===== config.mk =====
export PLATFORM = sky130hd
export DESIGN_NAME = video_timing_gen
export DESIGN_NICKNAME = d
export VERILOG_FILES = /design/src/rtl/video_timing_gen.sv
export SDC_FILE = /design/constraint.sdc
export NUM_CORES = 1
export LEC_CHECK = 0
export ABC_AREA = 1
export CELL_PAD_IN_SITES_DETAIL_PLACEMENT = 1
export CELL_PAD_IN_SITES_GLOBAL_PLACEMENT = 1
export CORE_MARGIN = 3
export CORE_UTILIZATION = 42
export DETAILED_ROUTE_END_ITERATION = 16
export GPL_TIMING_DRIVEN = 0
export PLACE_DENSITY_LB_ADDON = 0.1
export SLEW_MARGIN = 20
export SYNTH_ARGS = -nofsm -noshare
export SYNTH_HDL_FRONTEND = slang
export SYNTH_SLANG_ARGS = --single-unit

===== constraint.sdc =====
create_clock -name clk_sys -period 4.08 [get_ports clk_sys]
set_clock_uncertainty 0.1 [all_clocks]
set_input_delay 0.612 -clock clk_sys [delete_from_list [all_inputs] [get_ports clk_sys]]
set_output_delay 0.612 -clock clk_sys [all_outputs]
set_load 0.02 [all_outputs]

===== src/rtl/video_timing_gen.sv =====
// Raster timing source: pixel-clock enable, H/V sync and blanking, and pixel
// coordinates, with a run-time choice between two active line counts.
module video_timing_gen #(
  parameter int   H_ACTIVE     = 256,
  parameter int   H_FP         = 24,
  parameter int   H_SYNC       = 32,
  parameter int   H_BP         = 29,
  parameter int   V_ACTIVE     = 240,
  parameter int   V_ACTIVE_ALT = 224,
  parameter int   V_FP         = 4,
  parameter int   V_SYNC       = 3,
  parameter int   V_BP         = 15,
  parameter logic SYNC_POL     = 1'b0,
  parameter int   CNT_WIDTH    = 10
) (
  input  logic                 clk_sys,
  input  logic                 reset,
  input  logic [2:0]           ce_divider,
  input  logic                 lines_alt,
  output logic                 ce_pix,
  output logic [CNT_WIDTH-1:0] hcount,
  output logic [CNT_WIDTH-1:0] vcount,
  output logic                 HSync,
  output logic                 VSync,
  output logic                 HBlank,
  output logic                 VBlank,
  output logic                 de,
  output logic                 frame_start
);

  localparam int H_TOTAL = H_ACTIVE + H_FP + H_SYNC + H_BP;
  localparam int V_TOTAL = V_ACTIVE + V_FP + V_SYNC + V_BP;

  typedef logic [CNT_WIDTH-1:0] cnt_t;

  localparam cnt_t H_LAST   = cnt_t'(H_TOTAL - 1);
  localparam cnt_t V_LAST   = cnt_t'(V_TOTAL - 1);
  localparam cnt_t H_ACT_C  = cnt_t'(H_ACTIVE);
  localparam cnt_t HS_START = cnt_t'(H_ACTIVE + H_FP);
  localparam cnt_t HS_END   = cnt_t'(H_ACTIVE + H_FP + H_SYNC);
  localparam cnt_t VA_C     = cnt_t'(V_ACTIVE);
  localparam cnt_t VA_ALT_C = cnt_t'(V_ACTIVE_ALT);
  localparam cnt_t V_FP_C   = cnt_t'(V_FP);
  localparam cnt_t V_SYNC_C = cnt_t'(V_SYNC);

  if (V_ACTIVE_ALT > V_ACTIVE) begin : g_chk_alt
    $error("V_ACTIVE_ALT must not exceed V_ACTIVE");
  end
  if (H_TOTAL > (2 ** CNT_WIDTH) || V_TOTAL > (2 ** CNT_WIDTH)) begin : g_chk_width
    $error("Raster totals do not fit in CNT_WIDTH bits");
  end

  logic [3:0] div_q, div_d, div_end;
  logic [2:0] lim_q, lim_d, lim_eff;
  logic       first_q, first_d;
  logic       div_wrap;
  logic       ce_q, ce_d;

  cnt_t       hcount_q, hcount_d, vcount_q, vcount_d;
  logic       alt_q, alt_d;
  logic       h_wrap, v_wrap;
  cnt_t       va, vfp, vs_start, vs_end;

  logic       hsync_q, hsync_d, vsync_q, vsync_d;
  logic       hblank_q, hblank_d, vblank_q, vblank_d;
  logic       de_q, de_d, fs_q, fs_d;

  // Divider: the limit is latched at each wrap so a mid-period change of
  // ce_divider never shortens the period in progress. Until the first wrap
  // after reset there is no latched value, so the live input is used.
  always_comb begin
    lim_eff  = first_q ? ce_divider : lim_q;
    div_end  = {1'b0, lim_eff} + 4'd1;
    div_wrap = (div_q >= div_end);
    div_d    = div_wrap ? 4'd0 : div_q + 4'd1;
    lim_d    = div_wrap ? ce_divider : lim_q;
    first_d  = first_q & ~div_wrap;
    ce_d     = ~div_wrap & (div_d == div_end);
  end

  always_comb begin
    h_wrap   = (hcount_q == H_LAST);
    v_wrap   = (vcount_q == V_LAST);
    hcount_d = hcount_q;
    vcount_d = vcount_q;
    alt_d    = alt_q;
    fs_d     = 1'b0;
    if (ce_q) begin
      hcount_d = h_wrap ? '0 : hcount_q + cnt_t'(1);
      if (h_wrap) begin
        vcount_d = v_wrap ? '0 : vcount_q + cnt_t'(1);
        if (v_wrap) begin
          alt_d = lines_alt;
          fs_d  = 1'b1;
        end
      end
    end
  end

  // Decode the next position so sync/blank land on the same edge as the counters.
  always_comb begin
    va       = alt_d ? VA_ALT_C : VA_C;
    vfp      = V_FP_C + (VA_C - va);
    vs_start = va + vfp;
    vs_end   = vs_start + V_SYNC_C;
    hblank_d = (hcount_d >= H_ACT_C);
    vblank_d = (vcount_d >= va);
    hsync_d  = (hcount_d >= HS_START && hcount_d < HS_END) ? SYNC_POL : ~SYNC_POL;
    vsync_d  = (vcount_d >= vs_start && vcount_d < vs_end) ? SYNC_POL : ~SYNC_POL;
    de_d     = ~hblank_d & ~vblank_d;
  end

  always_ff @(posedge clk_sys or posedge reset) begin
    if (reset) begin
      div_q    <= '0;
      lim_q    <= '0;
      first_q  <= 1'b1;
      ce_q     <= 1'b0;
      hcount_q <= '0;
      vcount_q <= '0;
      alt_q    <= 1'b0;
      hsync_q  <= ~SYNC_POL;
      vsync_q  <= ~SYNC_POL;
      hblank_q <= 1'b1;
      vblank_q <= 1'b1;
      de_q     <= 1'b0;
      fs_q     <= 1'b0;
    end else begin
      div_q    <= div_d;
      lim_q    <= lim_d;
      first_q  <= first_d;
      ce_q     <= ce_d;
      hcount_q <= hcount_d;
      vcount_q <= vcount_d;
      alt_q    <= alt_d;
      fs_q     <= fs_d;
      // Decoded outputs only move with the counters, holding between pulses.
      if (ce_q) begin
        hsync_q  <= hsync_d;
        vsync_q  <= vsync_d;
        hblank_q <= hblank_d;
        vblank_q <= vblank_d;
        de_q     <= de_d;
      end
    end
  end

  assign ce_pix      = ce_q;
  assign hcount      = hcount_q;
  assign vcount      = vcount_q;
  assign HSync       = hsync_q;
  assign VSync       = vsync_q;
  assign HBlank      = hblank_q;
  assign VBlank      = vblank_q;
  assign de          = de_q;
  assign frame_start = fs_q;

endmodule

======== Word-level counts from Yosys, hierarchy flattened ========
Index checks and enable logic that the tools add are counted.
word-level totals
  flip-flop bits (word level) ............. 36
  input port bits ......................... 6
  output and inout port bits .............. 27
  logic and storage cells ................. 55
cells by class
  add/subtract/negate cells ............... 8
  $lt $le $gt $ge ......................... 7
  eq/ne operators ......................... 3
  multiplexer cells ....................... 16
  bitwise logic cells ..................... 6
  reduce and logical (&&, ||, !) cells .... 2
operators with widths
  operator                                                     number
  two-way mux 10 bit                                           5
  adder 10 x 1 -> 10 bit, second input constant                2
  == test 10 x 9 -> 1 bit, second input constant               2
  >= comparator 10 x 9 -> 1 bit, second input constant         2
  adder 10 x 2 -> 10 bit, second input constant                1
  adder 4 x 9 -> 10 bit, first input constant                  1
  adder 8 x 10 -> 10 bit                                       1
  >= comparator 10 bit                                         1
  >= comparator 10 x 8 -> 1 bit                                1
  less-than comparator 10 bit                                  1
  less-than comparator 10 x 9 -> 1 bit, second input constant  1
  subtractor 8 x 8 -> 9 bit, first input constant              1
  two-way mux 1 bit                                            8
  two-way mux 5 bit                                            1
  adder 3 x 1 -> 4 bit, second input constant                  1
  adder 4 x 1 -> 4 bit, second input constant                  1
  == test 4 bit                                                1
  >= comparator 4 bit                                          1
  two-way mux 4 bit                                            1
  AND 1 bit                                                    3
  two-way mux 3 bit                                            1
  inverter 1 bit                                               3
  logical AND 1 bit                                            2

======== Longest topological paths before layout ========
Gate-level depths: netlist (run 1).
  depth after elaboration ................. 12
  gate-level depth with buffers ........... 17
  gate-level depth less buffers ........... 17

======== Worst setup path after synthesis (run 1) ========
No wires, ideal clock.
  path kind ............................... input -> register
  from .................................... in ce_divider[0]
  to ...................................... reg ce_q, in the netlist ce_pix
  data arrival time ....................... 2.538 ns
  required time ........................... 3.857 ns
  setup slack ............................. 1.318 ns
  stages .................................. 14
  path buffers ............................ 1
  path through ............................ or2_2 > o21ai_0 > inv_1 > ha_1 > inv_1 > ha_1 > inv_1 > o21bai_1 > nand3_1 > nand3_1 > clkbuf_1 > nor2_1 > o21ai_0 > nor3_1
on the way
  word-level cells in the longest chain between the ends .. 6
  elaborated cells on any way between the ends .. 7
  classes of those cells .................. 1 x add/sub; 1 x order compare; 1 x eq/ne; 2 x mux; 2 x bitwise
ends and longest elaborated chain
  what                  line  RTL
  from (decl)           18    input logic [2:0] ce_divider,
  two-way mux 3 bit     72    lim_eff = first_q ? ce_divider : lim_q;
  adder 3 x 1 -> 4 bit  73    div_end = {1'b0, lim_eff} + 4'd1;
  >= comparator 4 bit   74    div_wrap = (div_q >= div_end);
  two-way mux 4 bit     75    div_d = div_wrap ? 4'd0 : div_q + 4'd1;
  net div_d[0]          53    logic [3:0] div_q, div_d, div_end;
  == test 4 bit         78    ce_d = ~div_wrap & (div_d == div_end);
  AND 1 bit             78
  net ce_d              57    logic ce_q, ce_d;
  to (signal assigned)  118   ce_q <= 1'b0;
  to (signal assigned)  132   ce_q <= ce_d;
  to (decl)             57
The timed path passes the listed nets, and every way through them passes these cells.
A chain may end at the register's enable or synchronous reset.

======== Worst setup path in the final report (run 1) ========
Same ends and word-level chain as after synthesis.

==> results of run 1 <==
-- kinds of logic (layout without fill, tap and decap cells) --
kind of cell,after synthesis,after routing,share of synthesized area [%]
xor+xnor,9,9,3.57
fa+ha+maj,11,11,6.23
simple gates,164,164,33.7
buf+inv,54,95,10.1
compound gates,21,21,5.32
flops,36,36,41.1
-- worst max path at each step --
stage | from | depth (start not counted) | to | slack, ns
5_1_grt | ce_divider[0] | 15 | ce_pix | 0.45
3_5_place_dp | ce_divider[0] | 15 | ce_pix | 0.39
2_1_floorplan | ce_divider[0] | 14 | ce_pix | 1.32
6_report | ce_divider[0] | 15 | ce_pix | 0.73
3_3_place_gp | ce_divider[0] | 15 | ce_pix | 0.54
4_1_cts | ce_divider[0] | 15 | ce_pix | 0.71
-- final cells by class --
cell class                 count  area, um2  share of cell area [%]
sequential                    36        907                    32.8
buffer                         5       40.0                    1.45
timing repair buffer          33        348                    12.6
clock inverter                 1       30.0                    1.08
multi-input combinational    205       1080                    39.0
tap                           67       83.8                    3.03
clock buffer                   7       96.3                    3.48
inverter                      49        184                    6.65
-- sequential cells by signal, indices dropped and copies added (netlist names) --
name         flops
hcount          10
vcount          10
div_q            4
lim_q            3
HBlank           1
HSync            1
VBlank           1
VSync            1
alt_q            1
ce_pix           1
de               1
first_q          1
frame_start      1
-- through the flow --
step | util [%] | area (um2) | hold slack [ns] | worst slack (ns)
3_5_place_dp | 53.8 | 2640 | 0.353 | 0.391
2_1_floorplan | - | 2210 | 0.337 | 1.32
5_1_grt | 56.4 | 2770 | 0.400 | 0.451
3_3_place_gp | 53.2 | 2610 | 0.350 | 0.536
6_report | 56.4 | 2770 | 0.368 | 0.731
4_1_cts | 56.4 | 2770 | 0.372 | 0.708
-- power by group through the flow --
stage	sequential, mW	combinational (mW)	clock (mW)
floorplan	0.521	0.404	0
CTS	0.489	0.639	0.356
detailed placement	0.496	0.637	0
global route	0.499	0.723	0.373
global placement	0.494	0.595	0
finish	0.488	0.626	0.349
-- metal layers --
metal	vias to the layer above	GRT usage, %
met5	-	0
met3	5	4.13
met1	1033	26.8
met2	27	38.7
met4	0	5.07
li1	1017	-
-- layout by cell type, fill, tap and decap left out, types with 2 or more instances in the layout --
cell type	n
nand2_2	2
ha_1	11
a21oi_1	4
nand3_1	32
inv_2	3
nor2_1	32
clkdlybuf4s50_1	32
nand4_1	9
clkbuf_8	8
xor2_1	6
clkbuf_1	2
inv_1	46
and2_1	2
o21ai_0	11
o21bai_1	2
dfstp_2	5
a21oi_2	2
o21ai_1	2
nor2_4	2
nor3_1	11
dfrtp_1	31
nand2_1	69
nor2_2	2
xnor2_1	3
-- critical path, delay by kind of cell --
kind | cells | cell delay, ns
AOI/OAI and AO/OA | 3 | 0.48
adders and majority gates | 2 | 0.65
buffers and inverters | 5 | 1.02
and+or+nand+nor | 5 | 0.67
==> impl_metrics.yaml, run 1 <==
floorplan:
  fp.dieW_um: 78.5
  die_y_um: 78.5
  io_pins: 33
  die-area_um2: 6170
  core_area_um2: 4910
  placementRows: 25
  initial_core_util_pct: 45.0
synthesis:
  syn_area_um2: 2210
  yosysMostFrequentCell: "nand2_1"
  synth_area_leaders: "dfrtp_1 35%, nand2_1 12%, inv_1 8.0%, nand3_1 7.2%, ha_1 6.2%"
  syn-num-nets: 312
  synth_common_cells: "69 x nand2_1, 47 x inv_1, 32 x nand3_1, 32 x nor2_1, 31 x dfrtp_1"
  ys_seq_elements: 36
  synth_edf_count: 0
  synth_cell_types: 28
  syn_inst: 295
  synth_top_cell_area_share_pct: 35.1
  synth_ff_type: "dfrtp_1"
  async_flop_share_pct: 100
  yosysTopAreaCell: "dfrtp_1"
  avgSynthCellArea_um2: 7.49
  yosys_warnings: 0
  seq_area_frac_synth_pct: 41.1
route:
  drcViolationCount: 0
  via_per_inst: 5.17
  num_vias: 2082
  wl_um: 6030
  first_pass_iters: 4
  met1_length_um: 2680
  top_layer_used: "met4"
  wl_met3_um: 124
  drt_iter0_drc: 54
  wl_per_cell_um: 15.0
  drtAntennaViolNets: 0
  met2_length_um: 3160
cts:
  cts_setup_buffers: 0
  cts_max_path_buffers: 2
  cts.clk_slew.worst_paths_ns: 0.07
  tritoncts: "done"
  cts_resized: 0
  clock_sinks: 36
  clockRootBuffer: "clkbuf_8"
  numCtsBuffers: 5
  postCtsHoldBufs: 0
  htreeDepth: 2
  insertion_delay_ns: 0.29
grt:
  grt_usage_pct: 21.7
  gr-total-overflow: 0
  grt_antenna_before_repair: 0
  grt_max_degree: 24
  grt_pass1_vias: 2216
  grt_pass1_wl_um: 10500
critical_path:
  cpPeakStageDelay_ns: 0.41
  r2r-start: "first_q"
  crit_path_max_fanout: 10
  setup.worst_path.start_class: "input pin"
  crit_type: "in2reg"
  r2r_cells: 15
  crit_path_frequent_cell: "inv_1"
  cp.arrival_ns: 3.43
  required_ns: 4.16
  critPathCaptureType: "flip-flop"
  reg2reg_to: "ce_pix"
  rrSetupSlack_ns: 0.84
  crit_chain: "clkdlybuf4s50_1 > or2_2 > o21ai_0 > inv_1 > ha_1 > inv_1 > ha_1 > inv_1 > o21bai_1 > nand3_1 > nand3_1 > clkbuf_1 > nor2_1 > o21ai_0 > nor3_1"
  cpMaxStageDelayCell: "clkdlybuf4s50_1"
hold_path:
  hold_path_end: "lim_q[0]"
  min-delay-start: "lim_q[0]"
  holdPathStages: 2
  hold_path_class: "reg2reg"
power_and_ir_drop:
  clkPwrFrac_pct: 23.9
  swShare_pct: 39.3
  power.total_mw: 1.46
  p_per_area_nw_per_um2: 529
  p_int_mw: 0.889
  power_frac_seq_pct: 33.4
  pwr-share-comb_pct: 42.8
  ir_drop_mv: 0.571
  p_sw_mw: 0.575
  p_leak_nw: 1.34
sta:
  setup_tns_ns: 0
  relSlewSlack_pct: 69.3
  hold_viol: 0
  fmax_mhz: 299
  rsz0062_at_grt: "no"
  post-route-period-util_pct: 82.1
  worstMarginPinSlew_ns: 0.461
  period_minus_slack_ns: 3.35
  finalSetupViolations: 0
  slew_violations: 0
placement:
  place_inst: 395
  port_buffers: 32
  dpl.hpwl_um: 4690
  gp_congestion: 0.843
layout:
  fillers: 639
  area_growth_pct: 25.3
  nets: 352
  diodes: 0
  fin_cells: 403
  drive_gt1_share_pct: 9.23
outcome:
  status: "finished, final reports clean"
run:
  max_cap_violations: 0
Power figures use the tool's default switching activity.
==> run 2: changes to the inputs <==
--- a/config.mk
+++ b/config.mk
@@ -9,7 +9,7 @@
 export CELL_PAD_IN_SITES_DETAIL_PLACEMENT = 1
 export CELL_PAD_IN_SITES_GLOBAL_PLACEMENT = 1
 export CORE_MARGIN = 3
-export CORE_UTILIZATION = 42
+export CORE_UTILIZATION = 39
 export DETAILED_ROUTE_END_ITERATION = 16
 export GPL_TIMING_DRIVEN = 0
 export PLACE_DENSITY_LB_ADDON = 0.1
==> constraint.sdc (replaced) <==
create_clock -name clk_sys -period 3.4 [get_ports clk_sys]
set_clock_uncertainty 0.1 [all_clocks]
set_input_delay 0.51 -clock clk_sys [delete_from_list [all_inputs] [get_ports clk_sys]]
set_output_delay 0.51 -clock clk_sys [all_outputs]
set_load 0.02 [all_outputs]
==> run 2 against run 1 <==
- worst setup slack got worse by 0.39 ns
- first-iteration DRC count increased by 39%
- clock power down 6.9%
- combinational power is 18% higher
- total power increased by 13%
- sequential share of layout area grew 0.37 points
- flip-flop and latch count is the same
- cell count up 0.74%
- final area shrank 1.1%
- global-route usage shrank 2.5 points
- die area increased by 7.1%
- via count fell by 1.4%
- critical path type unchanged
- critical endpoint unchanged
- largest power group unchanged
==> impl_metrics.yaml, run 2 (synthesis gave the netlist of run 1 again) <==
floorplan:
  initial_core_util_pct: 41.7
  io_pins: 33
  die-area_um2: 6600
  die_y_um: 81.3
  core_area_um2: 5300
  placementRows: 26
  fp.dieW_um: 81.3
cts:
  htreeDepth: 2
  clockRootBuffer: "clkbuf_8"
  clock_sinks: 36
  numCtsBuffers: 5
  insertion_delay_ns: 0.29
  postCtsHoldBufs: 0
  tritoncts: "done"
  cts.clk_slew.worst_paths_ns: 0.07
  cts_max_path_buffers: 2
sta:
  post-route-period-util_pct: 90.0
  period_minus_slack_ns: 3.06
  worstMarginPinSlew_ns: 0.450
  hold_viol: 0
  finalSetupViolations: 0
  slew_violations: 0
  fmax_mhz: 327
  rsz0062_at_grt: "no"
  relSlewSlack_pct: 69.9
  setup_slack_ns: 0.341
critical_path:
  crit_type: "in2reg"
  cpMaxStageDelayCell: "clkdlybuf4s50_1"
  r2r-start: "first_q"
  r2r_cells: 13
  setup.worst_path.start_class: "input pin"
  crit_path_max_fanout: 10
  cp.arrival_ns: 3.16
  required_ns: 3.51
  crit_chain: "clkdlybuf4s50_1 > or2_2 > o21ai_0 > inv_1 > ha_1 > xnor2_1 > ha_1 > nand4_1 > nand3_1 > clkbuf_2 > nor3_1 > o21ai_0 > nor3_1"
  reg2reg_to: "ce_pix"
  critPathLaunch: "ce_divider[0]"
  critPathCaptureType: "flip-flop"
  cpPeakStageDelay_ns: 0.43
  rrSetupSlack_ns: 0.39
grt:
  grt_antenna_before_repair: 0
  gr-total-overflow: 0
  grt_max_degree: 20
  grt_usage_pct: 19.2
  grt_pass1_wl_um: 9670
  grt_pass1_vias: 2021
route:
  via_per_inst: 5.05
  drt_iter0_drc: 75
  drcViolationCount: 0
  wl_per_cell_um: 14.1
  drtAntennaViolNets: 0
  first_pass_iters: 4
  wl_um: 5710
  num_vias: 2052
power_and_ir_drop:
  ir_drop_mv: 0.607
  p_per_area_nw_per_um2: 603
  power.total_mw: 1.65
  p_leak_nw: 1.32
hold_path:
  hold_path_end: "VBlank"
  min-delay-start: "VBlank"
  holdPathStages: 2
  hold_path_class: "reg2reg"
layout:
  final_cell_mix: "69 x nand2_1, 46 x inv_1, 32 x nor2_1, 32 x nand3_1, 32 x clkdlybuf4s50_1"
  area_growth_pct: 23.8
  final_common_cell: "nand2_1"
  diodes: 0
  final_util_pct: 51.6
  nets: 352
  drive_gt1_share_pct: 8.93
placement:
  dpl.hpwl_um: 4480
  gp_congestion: 0.823
  dp_slack_ns: -0.124
  port_buffers: 32
run:
  max_cap_violations: 0
outcome:
  status: "finished, final reports clean"
-- run 2: timing repair --
item,CTS,global route
gates resized for setup,0,2
buffers inserted,0,0
setup endpoints to repair,0,1
-- run 2: worst max path at each step --
| stage | to | slack, ns | depth (start not counted) |
|---|---|---|---|
| 4_1_cts | ce_pix | 0.18 | 15 |
| 2_1_floorplan | ce_pix | 0.68 | 15 |
| 3_5_place_dp | ce_pix | -0.12 | 15 |
| 3_3_place_gp | ce_pix | -0.07 | 15 |
| 6_report | ce_pix | 0.34 | 13 |
| 5_1_grt | ce_pix | 0.09 | 15 |
-- run 2: per-layer routing --
layer / track usage, % / wire [um]
met2: 31.2 / 2690
met1: 25.7 / 2730
met5: 0 / 0
met3: 3.77 / 211
met4: 6.08 / 73
-- run 2: per-stage QoR --
| stage | hold slack (ns) | setup TNS (ns) | cells | instance area (um2) |
|---|---|---|---|---|
| 6_report | 0.374 | 0 | 406 | 2740 |
| 5_1_grt | 0.406 | 0 | 406 | 2740 |
| 4_1_cts | 0.382 | 0 | 406 | 2740 |
| 3_5_place_dp | 0.363 | -0.257 | 398 | 2650 |
| 3_3_place_gp | 0.356 | -0.0794 | 397 | 2620 |
| 2_1_floorplan | 0.337 | 0 | 295 | 2210 |
-- run 2: layout make-up --
type / instances / area, um2
Timing Repair Buffer: 33 / 348
Fill cell: 693 / 2570
Tap cell: 70 / 87.6
Buffer: 5 / 41.3
Clock buffer: 8 / 90.1
Multi-Input combinational cell: 205 / 1080
Inverter: 49 / 184
Sequential cell: 36 / 907
-- run 2: worst max-delay path: cells and delay by family --
family,cells,cell delay (ns)
AND/OR/NAND/NOR,5,0.82
buffers and inverters,3,0.77
AO/OA/AOI/OAI,2,0.29
adder cells (fa/ha/maj),2,0.52
XOR/XNOR,1,0.26
-- run 2: power by group --
group | switching, mW | internal [mW] | leakage, nW | total [mW]
clock | 0.159 | 0.165 | 0.0455 | 0.325
combinational | 0.441 | 0.295 | 0.812 | 0.736
sequential | 0.0710 | 0.518 | 0.464 | 0.589
